## src/rtl/serial_frame_tx.sv

```systemverilog
`default_nettype none
// +------------------------------------------------------------------------+
// | serial_frame_tx: parallel request -> start/port/len/payload bit frame  |
// | Revision: 1.0                                                          |
// +------------------------------------------------------------------------+
module serial_frame_tx #(
  parameter  int LEN_W  = 4,
  parameter  int PORT_W = 2,
  localparam int MAX_D  = (1 << LEN_W) - 1
) (
  input  logic              clk,
  input  logic              rst,
  input  logic              clk_en_i,
  input  logic              start_i,
  input  logic [PORT_W-1:0] port_sel_i,
  input  logic [LEN_W-1:0]  len_i,
  input  logic [MAX_D-1:0]  data_i,
  output logic              ready_o,
  output logic              busy_o,
  output logic              ser_out_o,
  output logic              done_o,
  output logic [4:0]        bits_left_o
);

  localparam int BL_W  = 5;
  localparam int CNT_W = LEN_W + 1;

  typedef enum logic [2:0] {
    S_IDLE  = 3'd0,
    S_START = 3'd1,
    S_PORT  = 3'd2,
    S_LEN   = 3'd3,
    S_DATA  = 3'd4,
    S_DONE  = 3'd5
  } state_t;

  state_t              state_q, state_d;
  logic [PORT_W-1:0]   port_q,  port_d;
  logic [LEN_W-1:0]    lensh_q, lensh_d;
  logic [LEN_W-1:0]    len_q,   len_d;
  logic [MAX_D-1:0]    data_q,  data_d;
  logic [CNT_W-1:0]    cnt_q,   cnt_d;
  logic [BL_W-1:0]     bl_q,    bl_d;

  always_ff @(posedge clk) begin
    if (rst) begin
      state_q <= S_IDLE;
      port_q  <= '0;
      lensh_q <= '0;
      len_q   <= '0;
      data_q  <= '0;
      cnt_q   <= '0;
      bl_q    <= '0;
    end else begin
      state_q <= state_d;
      port_q  <= port_d;
      lensh_q <= lensh_d;
      len_q   <= len_d;
      data_q  <= data_d;
      cnt_q   <= cnt_d;
      bl_q    <= bl_d;
    end
  end

  always_comb begin
    state_d = state_q;
    port_d  = port_q;
    lensh_d = lensh_q;
    len_d   = len_q;
    data_d  = data_q;
    cnt_d   = cnt_q;
    bl_d    = bl_q;

    unique case (state_q)
      S_IDLE: begin
        if (start_i) begin
          state_d = S_START;
          port_d  = port_sel_i;
          lensh_d = len_i;
          len_d   = len_i;
          // MAX_D - len == ~len; shifting left discards unused upper payload bits
          data_d  = data_i << (~len_i);
          bl_d    = BL_W'(1 + PORT_W + LEN_W) + BL_W'(len_i);
        end
      end
      S_START: begin
        if (clk_en_i) begin
          state_d = S_PORT;
          cnt_d   = CNT_W'(PORT_W);
          bl_d    = bl_q - BL_W'(1);
        end
      end
      S_PORT: begin
        if (clk_en_i) begin
          port_d = port_q << 1;
          cnt_d  = cnt_q - CNT_W'(1);
          bl_d   = bl_q - BL_W'(1);
          if (cnt_q == CNT_W'(1)) begin
            state_d = S_LEN;
            cnt_d   = CNT_W'(LEN_W);
          end
        end
      end
      S_LEN: begin
        if (clk_en_i) begin
          lensh_d = lensh_q << 1;
          cnt_d   = cnt_q - CNT_W'(1);
          bl_d    = bl_q - BL_W'(1);
          if (cnt_q == CNT_W'(1)) begin
            cnt_d   = CNT_W'(len_q);
            state_d = (len_q == '0) ? S_DONE : S_DATA;
          end
        end
      end
      S_DATA: begin
        if (clk_en_i) begin
          data_d = data_q << 1;
          cnt_d  = cnt_q - CNT_W'(1);
          bl_d   = bl_q - BL_W'(1);
          if (cnt_q == CNT_W'(1)) begin
            state_d = S_DONE;
          end
        end
      end
      S_DONE: begin
        state_d = S_IDLE;
      end
      default: begin
        state_d = S_IDLE;
      end
    endcase
  end

  // Outputs depend on registered state only, so the line cannot glitch with start/clk_en
  always_comb begin
    ser_out_o = 1'b1;
    unique case (state_q)
      S_START: ser_out_o = 1'b0;
      S_PORT:  ser_out_o = port_q[PORT_W-1];
      S_LEN:   ser_out_o = lensh_q[LEN_W-1];
      S_DATA:  ser_out_o = data_q[MAX_D-1];
      default: ser_out_o = 1'b1;
    endcase
  end

  assign ready_o     = (state_q == S_IDLE);
  assign busy_o      = ~ready_o;
  assign done_o      = (state_q == S_DONE);
  assign bits_left_o = bl_q;

endmodule
`default_nettype wire

```

## config.mk

```make
export PLATFORM = sky130hd
export DESIGN_NAME = serial_frame_tx
export DESIGN_NICKNAME = d
export VERILOG_FILES = /design/src/rtl/serial_frame_tx.sv
export SDC_FILE = /design/constraint.sdc
export NUM_CORES = 1
export LEC_CHECK = 0
export CORE_UTILIZATION = 45
export DETAILED_ROUTE_END_ITERATION = 8
export GPL_TIMING_DRIVEN = 0
export PLACE_DENSITY = 0.69
export SLEW_MARGIN = 20
export SYNTH_ARGS = -nofsm -noshare
export SYNTH_HDL_FRONTEND = slang
export SYNTH_SLANG_ARGS = --single-unit
```

## constraint.sdc

```tcl
create_clock -name clk -period 1.85 [get_ports clk]
set_clock_uncertainty 0.15 [all_clocks]
set_input_delay 0.185 -clock clk [delete_from_list [all_inputs] [get_ports clk]]
set_output_delay 0.185 -clock clk [all_outputs]
set_load 0.01 [all_outputs]
```

==> summary.md, run 1 <==
| Metric | Value |
|---|---|
| Worst min path class | input port to flip-flop |
| Die area | 6610 um^2 |
| Yosys warns | 0 |
| Initial antenna violation count | 0 |
| FF-to-FF End | data_q[9]$_SDFFE_PP0P_ |
| DRC Markers | 0 |
| Fmax | 517 MHz |
| Via count | 3099 |
| Post-Synth Simple-Gate Area | 24.3% |
| Synth async-reset ratio | 0% |
| Min Hold Slack | 169 ps |
| Worst-Skew Late Latency | 300 ps |
| Worst R2R Start | state_q[0]$_SDFFE_PP0P_ |
| DRT Pass-1 Iters | 5 |
| Critical path class | flip-flop to output pin |
| Crit-path max FO | 4 |
| Worst-case reg-to-reg path depth | 6 |
| Setup ws final | -84.9 ps |
| Mapped Nets | just under 400 |
| CTS tree | done |
| Ys flop type | dfxtp_1 |
| Root buf cell | clkbuf_8 |
| Ant diodes | 0 |
| Int Pwr | around 1.6 mW |
| Non-Filler Instances | approximately 480 |
| Final Hold Violating Endpoints | 0 |
| Area Growth Syn to Fin | 30.3% |
| Tcrit/Tclk final | 105% |
| Slew Limit Headroom | 56.9% |
| RePlAce Congestion | 0.909 |
| CTS H-Tree Depth | 2 |
| Hold bufs inserted after CTS | 0 |
| Final instance area | 3690 um^2 |
| Switch share | 34.2% |
| Post-synth EDFFs | 0 |
| Xor-xnor portion of the synthesized cell area | 0.929% |
| Total global-route track usage | 28.2% |
| WL final | 8.93 mm |
| Worst Setup Start Kind | flip-flop |
| Starting Density | 47.2% |
| Reg2reg setup slack | -70 ps |
| PortBufs | 30 |
| HP Start | rst |
| Library cells used by synthesis | between 60 and 70 |
| Worst-Margin Slew | between 600 and 700 ps |
| Vias in the first global route | 2836 |
| Commonest non-fill, non-tap cells in the layout | 33 x nand2_1, 32 x dfxtp_1, 22 x clkdlybuf4s50_1, 21 x a21oi_1 |
| WP data arrival | 1600 ps |
| Clock sinks | 38 |
| Routed length per instance | 18.8 um |
| Core Area | 5990 um^2 |
| RSZ-0062 raised after global routing | true |
| Worst path required time | approximately 1500 ps |
| Leakage | 1.39 nW |
| Std-Cell Rows | 28 |
| Die X | ~80 um |
| Fill count | just over 500 |
| CP startpoint | state_q[0]$_SDFFE_PP0P_ |
| Util after Layout | about three fifths |
| Hpwl dp | 6.30 mm |
| Synth Area per Inst | 7.92 um^2 |
| Pin count of the biggest net entering global routing | 13 |
| Total CTS buffers | 5 |
| DRT iter0 DRCs | 316 |
| First-pass GRT wire length | between 10 and 15 mm |
| Sequential share of the synthesized area | between 20% and 30% |
| Seq pwr share | 40.0% |
| Fin. max-slew vios | 0 |
| Layout cells sized above 1 | 23.0% |
| Clock slew at reported path FFs | around 80 ps |
| Failing checks | setup timing |
| Post-Place Cells | between 400 and 500 |
| Fin Setup TNS | -256 ps |
| Largest family of logic cells by synthesized area | compound AO/OA/AOI/OAI gates |
| DP Area | 3220 um^2 |
| Max cap viols | 0 |
| Sink of the worst hold path | state_q[0]$_SDFFE_PP0P_ |
| Post-synthesis adder-cell area fraction | around 1.8% |
| Final Setup Violations | 5 |
| Ports | 34 |
| Worst hold stages | 2 |
| Pwr Density | 649 nW/um^2 |
| Max VDD drop | 535 uV |
| Clk buf depth | 2 |
| Mux cell area share after synthesis | a little over an eighth |
| Cell area after synthesis | 2830 um^2 |
| Via density | 6.52 |
| Die Ht | 81.3 um |
| Net switching power | between 800 and 900 uW |
| Total Nets Final | 428 |
| Post-synthesis compound-gate area fraction | 26.1% |
| Status | complete, but fails checks |
| Post-Synthesis Cells | between 300 and 400 |
| GRT Residual Overflow | 0 |
| Clock Power Share | 26.1% |
| Detail Route Antenna Nets | 0 |
| Most common cell after layout, fill and taps aside | nand2_1 |
| Tmin final | 1930 ps |
| Crit. End Element | output pin |
| Combinational share of power | 33.9% |
| Yosys reg bits | 38 |
[what timing repair did]
item                                    in CTS  in global routing
hold endpoints to repair                     0                  0
pin swaps                                    7                 14
gates resized for setup                     76                 41
setup buffers                                8                  1
endpoints found under the setup margin      40                 30
[power by group through the flow]
| stage | Clock [mW] | Sequential, mW | Combinational (mW) |
|---|---|---|---|
| after global routing | 0.657 | 0.967 | 0.879 |
| after global placement | 0 | 0.965 | 0.683 |
| after floorplan | 0 | 0.959 | 0.461 |
| final | 0.623 | 0.957 | 0.811 |
| after CTS | 0.627 | 0.951 | 0.754 |
| after detailed placement | 0 | 0.967 | 0.693 |
[critical path, cell delays in order, from the launching register on]
cell	delay, ps
dfxtp_2	340
buf_8	120
or3b_4	400
buf_8	130
o22a_1	170
buf_2	140
[cell families after synthesis]
kind of cell             count (synthesis)
AND/OR/NAND/NOR                        130
multiplexers                            28
buffers and inverters                   46
flip-flops                              38
adder cells (fa/ha/maj)                  4
AO/OA/AOI/OAI                          108
XOR/XNOR                                 3
[synthesized netlist by cell type (all sizes together), types with 5 or more instances]
cell	n	area, um^2
a21oi	23	115
a221oi	6	52.6
a311oi	7	67.6
a31oi	8	50.1
and3	5	31.3
buf	10	52.6
clkbuf	21	78.8
dfxtp	38	761
inv	14	52.6
mux2i	17	170
mux4	7	165
nand2	35	131
nand2b	6	37.5
nand3	11	55.1
nand4	5	31.3
nor2	21	78.8
nor3	12	60.1
o211ai	9	67.6
o21ai	21	105
[routing by layer]
metal	track usage, %	share of wire [%]	vias to the layer above
met5	0	0	-
met4	14.3	3.4	0
met3	4.27	7.2	33
met2	43.4	46	154
met1	37.8	43	1469
li1	-	-	1443
[through the flow]
step	power [mW]	worst slack [ps]
6_report	2.39	-84.9
3_5_place_dp	1.66	-679
2_1_floorplan	1.42	3.63
5_1_grt	2.50	-123
4_1_cts	2.33	-94.1
3_3_place_gp	1.65	-669
[worst max path at each step]
stage | end | slack [ps] | cells after the start
floorplan | data_q[8]$_SDFFE_PP0P_ | 4 | 6
global placement | ser_out_o | -670 | 5
detailed placement | ser_out_o | -680 | 5
CTS | ser_out_o | -90 | 5
global route | data_q[9]$_SDFFE_PP0P_ | -120 | 6
finish | ser_out_o | -80 | 5
[layout make-up]
type                       count  area, um^2  share of cell area [%]
timing repair buffer          39         367                    9.94
sequential                    38         771                    20.9
multi-input combinational    273        2060                    56.0
inverter                      15        56.3                    1.53
tap                           75        93.8                    2.54
clock buffer                   6        82.6                    2.24
clock inverter                 2        12.5                   0.339
buffer                        27         240                    6.52
[sequential cells by signal (all words and copies together) (netlist names)]
register,count
lensh_q,4
state_q,3
cnt_q,5
data_q,15
port_q,2
bits_left_o,5
len_q,4
No activity file was read; power rests on OpenSTA's default activity.
==> run 2, diff against run 1 <==
--- a/config.mk
+++ b/config.mk
@@ -5,6 +5,7 @@
 export SDC_FILE = /design/constraint.sdc
 export NUM_CORES = 1
 export LEC_CHECK = 0
+export CORE_MARGIN = 1
 export CORE_UTILIZATION = 45
 export DETAILED_ROUTE_END_ITERATION = 8
 export GPL_TIMING_DRIVEN = 0
==> results of run 2 <==
No change in the layout: final DEF, timing and power equal those of run 1.
